<file path="config.mk">
export PLATFORM = sky130hd
export DESIGN_NAME = wl_lut_wr
export DESIGN_NICKNAME = d
export VERILOG_FILES = /design/src/rtl/wl_lut_wr.sv
export SDC_FILE = /design/constraint.sdc
export NUM_CORES = 1
export LEC_CHECK = 0
export ABC_AREA = 1
export CAP_MARGIN = 10
export CORE_ASPECT_RATIO = 1.75
export CORE_MARGIN = 10
export CORE_UTILIZATION = 55
export CTS_BUF_LIST = sky130_fd_sc_hd__clkbuf_8
export CTS_CLUSTER_SIZE = 10
export DETAILED_ROUTE_END_ITERATION = 10
export GPL_TIMING_DRIVEN = 0
export PLACE_DENSITY = 0.87
export SYNTH_ARGS = -nofsm -noshare
export SYNTH_HDL_FRONTEND = slang
export SYNTH_SLANG_ARGS = --single-unit
export TNS_END_PERCENT = 5
</file>
<file path="constraint.sdc">
create_clock -name clk -period 4.3 [get_ports clk]
set_input_delay 0.86 -clock clk [delete_from_list [all_inputs] [get_ports clk]]
set_output_delay 0.86 -clock clk [all_outputs]
set_load 0.02 [all_outputs]
</file>
<file path="src/rtl/wl_lut_wr.sv">
// LUT table writer: streams a burst of entries into a LUT RAM write port starting at base.
// Optional load checksum is enabled by defining WL_LUT_WR_CHKSUM_EN.
module wl_lut_wr #(
    parameter int unsigned DW = 8,
    parameter int unsigned AW = 8
) (
    input  logic          clk,
    input  logic          rst,
    input  logic          start,
    input  logic [AW-1:0] base,
    input  logic [AW:0]   len,
    input  logic [15:0]   exp_sum,
    input  logic          abort,
    input  logic          s_valid,
    input  logic [DW-1:0] s_data,
    output logic          s_ready,
    output logic          wr_en,
    output logic [AW-1:0] wr_addr,
    output logic [DW-1:0] wr_data,
    output logic          busy,
    output logic          done,
    output logic          chk_err
);

    localparam int unsigned LW = AW + 1;

    typedef enum logic [1:0] {StIdle, StLoad, StFin} state_t;

    state_t        state;
    logic [AW-1:0] base_q;
    logic [LW-1:0] len_q;
    logic [LW-1:0] idx_q;
    logic          hs;
    logic          last;

    assign hs   = s_valid & s_ready;
    assign last = (idx_q == len_q - LW'(1));

`ifdef WL_LUT_WR_CHKSUM_EN
    logic [15:0] sum_q;
    logic [15:0] exp_q;
    logic [15:0] sum_nxt;
    assign sum_nxt = sum_q + 16'(s_data);
`else
    logic unused_exp_sum;
    assign unused_exp_sum = ^exp_sum;
    assign chk_err = 1'b0;
`endif

    always_ff @(posedge clk or posedge rst) begin
        if (rst) begin
            state   <= StIdle;
            base_q  <= '0;
            len_q   <= '0;
            idx_q   <= '0;
            s_ready <= 1'b0;
            wr_en   <= 1'b0;
            wr_addr <= '0;
            wr_data <= '0;
            busy    <= 1'b0;
            done    <= 1'b0;
`ifdef WL_LUT_WR_CHKSUM_EN
            sum_q   <= '0;
            exp_q   <= '0;
            chk_err <= 1'b0;
`endif
        end else begin
            wr_en <= 1'b0;
            done  <= 1'b0;
            unique case (state)
                StIdle: begin
                    // abort wins over a coincident start
                    if (start && !abort) begin
                        base_q <= base;
                        len_q  <= len;
                        idx_q  <= '0;
                        busy   <= 1'b1;
`ifdef WL_LUT_WR_CHKSUM_EN
                        sum_q   <= '0;
                        exp_q   <= exp_sum;
                        chk_err <= (len == '0) ? (exp_sum != 16'h0) : 1'b0;
`endif
                        if (len == '0) begin
                            state <= StFin;
                            done  <= 1'b1;
                        end else begin
                            state   <= StLoad;
                            s_ready <= 1'b1;
                        end
                    end
                end
                StLoad: begin
                    if (abort) begin
                        state   <= StIdle;
                        s_ready <= 1'b0;
                        busy    <= 1'b0;
                    end else if (hs) begin
                        wr_en   <= 1'b1;
                        wr_addr <= base_q + idx_q[AW-1:0];
                        wr_data <= s_data;
                        idx_q   <= idx_q + LW'(1);
`ifdef WL_LUT_WR_CHKSUM_EN
                        sum_q   <= sum_nxt;
`endif
                        // done is registered so it lines up with the final wr_en
                        if (last) begin
                            state   <= StFin;
                            s_ready <= 1'b0;
                            done    <= 1'b1;
`ifdef WL_LUT_WR_CHKSUM_EN
                            chk_err <= (sum_nxt != exp_q);
`endif
                        end
                    end
                end
                StFin: begin
                    state <= StIdle;
                    busy  <= 1'b0;
                end
                default: begin
                    state   <= StIdle;
                    s_ready <= 1'b0;
                    busy    <= 1'b0;
                end
            endcase
        end
    end

endmodule

</file>
==> flow_summary.json, run 1 <==
{
  "antennaDiodeCount": 0,
  "crit_path_end_kind": "flop",
  "r2r-start": "idx_q[0]",
  "gr-total-overflow": 0,
  "relSlewSlack": 0.648,
  "vdd_drop_max_mv": 0.454,
  "wl_mm": 6.42,
  "critical_path.most_common_cell": "nand2_1",
  "clkTransAtPathRegs_ns": 0.08,
  "cts_tree": "yes",
  "fin_crit_ns": 2.21,
  "drv_cap": 0,
  "pin_count": 67,
  "initial_utilization": 0.560,
  "post_cts_resized": 0,
  "r2r_cells": 9,
  "viasPerCell": 5.22,
  "powerDensity_nw_per_um2": 600,
  "drt_iter0_markers": 157,
  "cp.arrival_ns": 2.41,
  "nets": 448,
  "finalHoldViolCount": 0,
  "min_to": "wr_data[3]",
  "r2r_slack_ns": 2.37,
  "min_path_type": "reg -> reg",
  "start_kind": "input pin",
  "hold_path.startpoint": "wr_data[3]",
  "final_antenna_net_count": 0,
  "syn-num-nets": 391,
  "post_synth.cell_area_avg_um2": 7.80,
  "crit_fanout": 8,
  "route.detailed.wl_per_inst_um": 14.5,
  "die_h_um": 111,
  "antenna_found_initial": 0,
  "first_global_vias": 2460,
  "core_um2": 4670,
  "cts.htree.levels": 2,
  "cp_cell_sequence": "clkdlybuf4s50_1 > inv_1 > nand2_1 > inv_2 > nand2_4 > nand2_8 > nand3_4 > nor3_4 > nand3_2 > nor2_2 > nand2_1 > nand2_1 > nor2_1",
  "area_growth_pct": 25.0,
  "vias": 2318,
  "yosysWarnings": 0,
  "fin_crit_sh": 0.514,
  "grt_max_degree": 39,
  "cts_max_path_buffers": 2,
  "slew_viol_final": 0,
  "cts_made_buffers": 5,
  "finClkSkew_ns": 0.00444,
  "worstReg2RegEnd": "wr_addr[6]",
  "leakage_nw": 1.67,
  "ys_ff_latch": 48,
  "die-area_um2": 8020,
  "synthDistinctLibCells": 33,
  "root_buffer": "clkbuf_8",
  "cts_hold_buffers": 0,
  "gp_congestion": 0.901,
  "dp_hpwl_mm": 5.10,
  "worstMarginPinSlew_ns": 0.528,
  "critPathKind": "in -> reg",
  "holdWs_ns": 0.486,
  "first_pass_iters": 4,
  "grt_usage": 0.169,
  "cts.sinks": 48,
  "grt_pass1_wl_mm": 11.1,
  "min_path_cells": 2,
  "port_buffers": 49,
  "tns_ns": 0,
  "crit_path_max_incr_delay_ns": 0.44,
  "rsz0062_at_grt": "no",
  "drive_gt1_frac": 0.0816,
  "cp_slowest_cell": "clkdlybuf4s50_1",
  "netlist_instances": 335,
  "outcome": "finished clean",
  "critPathTopFamily": "simple AND/OR/NAND/NOR gates",
  "max_freq_mhz": 452,
  "drc": 0,
  "worstPathRequired_ns": 4.50,
  "finalSetupViolCount": 0,
  "worstSkewPairLatency_ns": 0.30,
  "die_x_um": 72.1,
  "synth.cell_area_um2": 2610,
  "seq_area_frac_synth": 0.460,
  "path_buf_inv": 3,
  "cts_setup_buffers": 0,
  "core.rowCount": 33
}
-- where the power goes --
| part | switching [mW] | total, mW | internal [mW] |
|---|---|---|---|
| clock | 0.145 | 0.254 | 0.108 |
| combinational | 0.550 | 0.945 | 0.395 |
| sequential | 0.136 | 0.760 | 0.624 |
-- state kept, by name, indices dropped and copies added (netlist names) --
signal and flops:
wr_en 1, busy 1, wr_addr 8, wr_data 8, state 2, base_q 8
done 1, idx_q 9, s_ready 1, len_q 9
-- synth_stat cells --
library cell  instances  area share
conb_1                1      0.0014
o21bai_1              1      0.0029
nor2_4                2      0.0086
buf_4                 1      0.0029
nand2_4               2      0.0086
nand3_2               1      0.0038
dfrtp_1              48        0.46
nor2_2                4      0.0096
a21o_1                1      0.0029
nand2_1             126        0.18
nor3_1                4      0.0077
inv_2                 6      0.0086
o21ai_0              24       0.046
nand3_4               1      0.0067
clkbuf_1              2      0.0029
a21oi_1              11       0.021
nor3_4                1      0.0062
nand4_1               3      0.0072
xor2_1                6       0.020
nor2_1               21       0.030
fa_1                  1      0.0077
a21boi_1              1      0.0029
and3_1                1      0.0024
a211oi_1              1      0.0029
nand2b_1              1      0.0024
ha_1                  9       0.043
buf_2                 5      0.0096
nand2_8               1      0.0077
a31oi_1               1      0.0024
inv_1                28       0.040
xnor2_1               2      0.0067
o21ai_1               2      0.0038
nand3_1              16       0.031
-- area by class of cell --
type / count / area (um2)
fillers: 383 / 1400
multi-input cells: 245 / 1240
flip-flops and latches: 48 / 1200
repair buffers: 50 / 510
inverters: 34 / 128
clock buffers: 5 / 68.8
well taps: 52 / 65.1
plain buffers: 8 / 40.0
clock inverters: 2 / 8.76
-- tightest hold or removal path: cells and delay by family (launching register included) --
| kind | cells | cell delay, ns |
|---|---|---|
| flops | 1 | 0.35 |
| simple gates | 2 | 0.11 |
-- metrics by stage --
step / util / instances / power [mW] / area (um2) / worst slack, ns
6_report: 0.700 / 444 / 1.96 / 3270 / 2.09
5_1_grt: 0.700 / 444 / 2.12 / 3270 / 1.93
4_1_cts: 0.700 / 444 / 1.96 / 3270 / 2.08
3_5_place_dp: 0.684 / 437 / 1.71 / 3190 / 1.76
3_3_place_gp: 0.679 / 436 / 1.66 / 3170 / 1.43
2_1_floorplan: - / 335 / 1.37 / 2610 / 2.30
-- worst max-delay path by stage --
stage | slack, ns | from | depth (start not counted) | endpoint
after floorplan | 2.30 | rst | 1 | base_q[0]
after global placement | 1.43 | rst | 2 | idx_q[7]
after detailed placement | 1.76 | abort | 13 | idx_q[8]
after CTS | 2.08 | abort | 13 | idx_q[8]
after global routing | 1.93 | abort | 11 | idx_q[7]
final | 2.09 | abort | 13 | idx_q[8]
-- kinds of logic after synthesis --
group / after synthesis / share of synthesized area
buffers and inverters: 42 / 0.0641
and+or+nand+nor: 184 / 0.313
adders and majority gates: 10 / 0.0507
DFF: 48 / 0.460
AOI/OAI and AO/OA: 42 / 0.0847
xor gates and xnor gates: 8 / 0.0268
other: 1 / 0.00143
-- layout by cell type (no fill, tap or decap), drive strengths merged --
cell,instances
conb,1
inv,35
nand2,129
a211oi,1
nand4,3
ha,9
clkinv,1
nor3,5
buf,7
nand2b,1
clkdlybuf4s50,49
clkbuf,7
fa,1
and3,1
a21o,1
dfrtp,48
o21bai,1
a21oi,11
a31oi,1
a21boi,1
nor2,27
xnor2,2
nand3,18
o21ai,26
xor2,6
-- routing by layer --
layer  GRT usage  up-vias  wire, um
met3      0.0314       14       261
met1       0.172     1081      2380
met5           0        -         0
met2       0.302       55      3550
li1            -     1168         -
met4      0.0986        0       232
No activity file was read; power rests on OpenSTA's default activity.
==> run 2: changes to the inputs <==
Settings changed: CORE_UTILIZATION 55 to 51, PLACE_DENSITY 0.87 to 0.82.
Clock period 4.3 ns to 2.1 ns, I/O delays scaled along.
==> run 2 against run 1 <==
  * Worst setup slack lost 2.0 ns
  * Die area grew 6.0%
  * Sequential share of layout area shrank 0.31 points
  * Clock skew grew 0.0053 ns
  * Critical path type is now reg -> reg
==> flow_summary.json, run 2 (synthesis results as in run 1) <==
{
  "worstMarginPinSlew_ns": 0.519,
  "r2r-start": "idx_q[0]",
  "final_common_cell": "nand2_1",
  "leakage_nw": 1.67,
  "max_freq_mhz": 504,
  "slew_viol_final": 0,
  "dp_hpwl_mm": 5.04,
  "cts_setup_buffers": 0,
  "grt_max_degree": 36,
  "drt_iter0_markers": 137,
  "cts_tree": "yes",
  "finClkSkew_ns": 0.00977,
  "layout_setup_ws_ns": 0.115,
  "antennaDiodeCount": 0,
  "drc": 0,
  "n_fill_cell": 413,
  "cp.arrival_ns": 2.22,
  "first_global_vias": 2253,
  "cts_max_path_buffers": 2,
  "cp_cell_sequence": "ha_1 > inv_1 > fa_1 > o21ai_0 > nand2_1 > nand2_1 > a21oi_1 > xor2_1 > o21ai_0",
  "die_h_um": 115,
  "drv_cap": 0,
  "fin_crit_ns": 1.99,
  "cts_made_buffers": 5,
  "r2r_cells": 9,
  "post-route-util": 0.662,
  "crit_path_max_incr_delay_ns": 0.43,
  "grt_pass1_wl_mm": 10.3,
  "final_antenna_net_count": 0,
  "finalSetupViolCount": 0,
  "top_regs": "idx_q (9), len_q (9)",
  "worstSkewPairLatency_ns": 0.31,
  "powerDensity_nw_per_um2": 1240,
  "grt_usage": 0.150,
  "antenna_found_initial": 0,
  "port_buffers": 49,
  "crit_path_end_kind": "flop",
  "gr-total-overflow": 0,
  "r2r_slack_ns": 0.11,
  "min_path_type": "in -> async",
  "clkTransAtPathRegs_ns": 0.09,
  "critPathKind": "reg -> reg",
  "nets": 448,
  "worstReg2RegEnd": "wr_addr[6]",
  "gp_congestion": 0.864,
  "cts.sinks": 48,
  "worstPathRequired_ns": 2.34,
  "first_pass_iters": 4,
  "placed_cells": 439,
  "pin_count": 67,
  "mostFrequentLayoutCells": "nand2_1, clkdlybuf4s50_1, dfrtp_1, inv_1, o21ai_0",
  "core_um2": 4980,
  "core.rowCount": 34,
  "die_x_um": 74.1,
  "cp_slowest_cell": "dfrtp_1",
  "outcome": "finished clean",
  "drive_gt1_frac": 0.0941,
  "area_growth_pct": 26.0,
  "path_buf_inv": 1,
  "initial_utilization": 0.525,
  "route.detailed.wl_per_inst_um": 14.0,
  "die-area_um2": 8500,
  "place_area_um2": 3190,
  "relSlewSlack": 0.654,
  "viasPerCell": 5.10,
  "crit_fanout": 4,
  "cts_hold_buffers": 0,
  "start_kind": "flop",
  "vdd_drop_max_mv": 0.786,
  "finalHoldViolCount": 0,
  "cts.htree.levels": 2,
  "fin_cells": 447,
  "root_buffer": "clkbuf_8",
  "vias": 2280,
  "wl_mm": 6.26,
  "rsz0062_at_grt": "no",
  "final_area_um2": 3290,
  "fin_crit_sh": 0.945,
  "critPathTopFamily": "adder cells",
  "place_ws_ns": 0.0601
}
==> run 2: changes by cell type in the layout (fill, tap and decap cells not counted), sizes merged <==
cell      delta
clkinvlp     +2
inv          -1
clkbuf       +1
clkinv       -1
==> run 2: final cells by class <==
cell class / count / area (um2) / area share
plain buffers: 8 / 40.0 / 0.0122
clock buffers: 6 / 82.6 / 0.0251
clock inverters: 2 / 15.0 / 0.00456
inverters: 34 / 128 / 0.0387
multi-input cells: 245 / 1250 / 0.379
flip-flops and latches: 48 / 1200 / 0.365
well taps: 54 / 67.6 / 0.0205
repair buffers: 50 / 510 / 0.155
==> run 2: layer usage <==
layer	GRT usage	vias up	part of all wire
met5	0	-	0
li1	-	1173	-
met2	0.274	45	0.56
met1	0.158	1053	0.37
met4	0.0599	0	0.018
met3	0.0304	9	0.054
==> run 2: where the power goes <==
part	total, mW	switching [mW]	internal [mW]
clock network	0.589	0.322	0.267
registers	1.56	0.284	1.28
logic	1.94	1.12	0.818
==> run 2: per-stage QoR <==
| step | hold WS [ns] | total power [mW] | TNS, ns |
|---|---|---|---|
| finish | 0.378 | 4.09 | 0 |
| global route | 0.411 | 4.42 | 0 |
| CTS | 0.387 | 4.10 | 0 |
| detailed placement | 0.464 | 3.50 | 0 |
| global placement | 0.456 | 3.44 | -17.57 |
| floorplan | 0.455 | 2.80 | 0 |
==> run 2: repair_timing <==
item                       CTS  global route
resized for setup            0             3
hold endpoints to repair     0             0
setup endpoints to repair    0             3
==> run 2: how the worst max path moves through the flow <==
| stage | end | from | slack (ns) | cells past startpoint |
|---|---|---|---|---|
| 2_1_floorplan | wr_addr[6] | idx_q[0] | 0.38 | 9 |
| 3_3_place_gp | base_q[7] | rst | -0.37 | 2 |
| 3_5_place_dp | idx_q[8] | abort | 0.06 | 13 |
| 4_1_cts | s_ready | len_q[0] | 0.10 | 13 |
| 5_1_grt | wr_addr[6] | idx_q[0] | 0.004 | 9 |
| 6_report | wr_addr[6] | idx_q[0] | 0.11 | 9 |
==> run 2: worst reg2reg max path: cells and delay by family (launching register included) <==
family                     cells  cell delay, ns
AOI/OAI and AO/OA              3            0.48
xor gates and xnor gates       1            0.15
and+or+nand+nor                2            0.19
DFF                            1            0.43
adders and majority gates      2            0.62
buffers and inverters          1            0.06
==> run 3: changes to the inputs <==
Settings changed: CORE_MARGIN 10 to 5.
==> run 3 against run 2 <==
  * Combinational power barely moved
  * Largest cell class unchanged
  * Final area up 0.57%
  * Clock-buffer cell count shrank 1
  * Flip-flop and latch count did not move
  * Hold slack gained 0.015 ns
  * Power grew 2.6%
  * Clock skew shrank 0.00094 ns
  * Critical path type unchanged
==> flow_summary.json, run 3 (synthesis results as in run 1) <==
{
  "outcome": "finished clean",
  "powerDensity_nw_per_um2": 1270,
  "start_kind": "flop",
  "die_x_um": 64.1,
  "vias": 2343,
  "grt_max_degree": 35,
  "route.detailed.wl_per_inst_um": 13.4,
  "gp_congestion": 0.863,
  "final_common_cell": "nand2_1",
  "critical_path.most_common_cell": "nand2_1",
  "cp_slowest_cell": "dfrtp_1",
  "first_global_vias": 2337,
  "cts_tree": "yes",
  "cp_cell_sequence": "inv_1 > ha_2 > nand2_1 > nor2_2 > nand3_1 > nand3_1 > nand2_1 > nor2_2 > nand3_1 > nand2_1 > nand2_1 > nand2_1 > nand2_1",
  "cp.arrival_ns": 2.11,
  "drv_cap": 0,
  "max_freq_mhz": 524,
  "viasPerCell": 5.24,
  "final_antenna_net_count": 0,
  "cts_max_path_buffers": 2,
  "core_um2": 4980,
  "grt_usage": 0.184,
  "worstPathRequired_ns": 2.30,
  "netSwitchingFraction": 0.414,
  "root_buffer": "clkbuf_8",
  "port_buffers": 49,
  "initial_utilization": 0.525,
  "slew_viol_final": 0,
  "top_regs": "idx_q (9), len_q (9)",
  "fin_crit_ns": 1.91,
  "dp_hpwl_mm": 4.72,
  "holdWs_ns": 0.392,
  "clkTransAtPathRegs_ns": 0.09,
  "cts_hold_buffers": 0,
  "antennaDiodeCount": 0,
  "fin_crit_sh": 0.908,
  "antenna_found_initial": 0,
  "area_growth_pct": 26.8,
  "fin_cells": 447,
  "clock_power_share": 0.159,
  "finalHoldViolCount": 0,
  "first_pass_iters": 4,
  "rsz0062_at_grt": "no",
  "cts.sinks": 48,
  "tns_ns": 0,
  "cts_made_buffers": 5,
  "drive_gt1_frac": 0.0967,
  "cts.htree.levels": 2,
  "wl_mm": 5.99,
  "relSlewSlack": 0.663,
  "p_switching_mw": 1.74,
  "drt_iter0_markers": 73,
  "mostFrequentLayoutCells": "nand2_1, clkdlybuf4s50_1, dfrtp_1, inv_1, o21ai_0",
  "nets": 448,
  "comb_power_share": 0.466,
  "p_total_mw": 4.19,
  "finClkSkew_ns": 0.00882,
  "critPathKind": "reg -> reg",
  "power.internal_mw": 2.46,
  "die-area_um2": 6710,
  "die_h_um": 105,
  "vdd_drop_max_mv": 1.01,
  "pin_count": 67,
  "worstSkewPairLatency_ns": 0.30,
  "finalSetupViolCount": 0,
  "min_path_type": "in -> async",
  "cts_setup_buffers": 0,
  "crit_path_max_incr_delay_ns": 0.41,
  "crit_path_end_kind": "flop",
  "leakage_nw": 1.68,
  "grt_pass1_wl_mm": 10.0,
  "drc": 0,
  "placed_cells": 439,
  "core.rowCount": 34,
  "gr-total-overflow": 0,
  "worstMarginPinSlew_ns": 0.505,
  "crit_fanout": 5,
  "post_cts_resized": 0,
  "n_fill_cell": 431,
  "p_seq_frac": 0.375
}
[run 3: final cells by class]
cell class	count	area [um2]	share of cell area
Multi-Input combinational cell	245	1250	0.379
Tap cell	54	67.6	0.0204
Buffer	8	40.0	0.0121
Timing Repair Buffer	50	510	0.154
Inverter	34	128	0.0385
Clock buffer	5	68.8	0.0208
Clock inverter	3	42.5	0.0128
Sequential cell	48	1200	0.363
[run 3: metal layers]
metal	vias up	share of wire	routed length [um]	global-route usage
li1	1175	-	-	-
met1	1100	0.37	2210	0.189
met2	52	0.56	3350	0.356
met3	16	0.040	242	0.0290
met4	0	0.032	189	0.0684
met5	-	0	0	0
[run 3: metrics by stage]
step,setup WS (ns),util,instance area (um2)
floorplan,0.381,-,2610
global placement,-0.350,0.637,3170
detailed placement,0.0203,0.641,3190
CTS,0.123,0.664,3300
global route,0.0241,0.666,3310
finish,0.193,0.666,3310
[run 3: final timing paths]
| path | start | slack, ns | depth (start not counted) | end |
|---|---|---|---|---|
| hold reg to reg | wr_addr[5] | 0.48 | 2 | wr_addr[5] |
| setup / recovery | len_q[0] | 0.19 | 13 | s_ready |
| min in group clk | wr_addr[5] | 0.48 | 2 | wr_addr[5] |
| max in group asynchronous | rst | 1.21 | 3 | base_q[3] |
| setup reg to reg | len_q[0] | 0.19 | 13 | s_ready |
| hold / removal | rst | 0.39 | 2 | wr_data[3] |
[run 3: power by group through the flow]
stage / logic (mW) / registers, mW / clock network [mW]
detailed placement: 1.91 / 1.58 / 0
finish: 1.95 / 1.57 / 0.668
global route: 2.19 / 1.61 / 0.717
floorplan: 1.08 / 1.71 / 0
global placement: 1.85 / 1.56 / 0
CTS: 1.94 / 1.56 / 0.680
[run 3: critical path: cells and delay by family (launching register included)]
family	cells	cell delay, ns
adders and majority gates	1	0.24
buffers and inverters	1	0.15
DFF	1	0.41
and+or+nand+nor	11	1.01
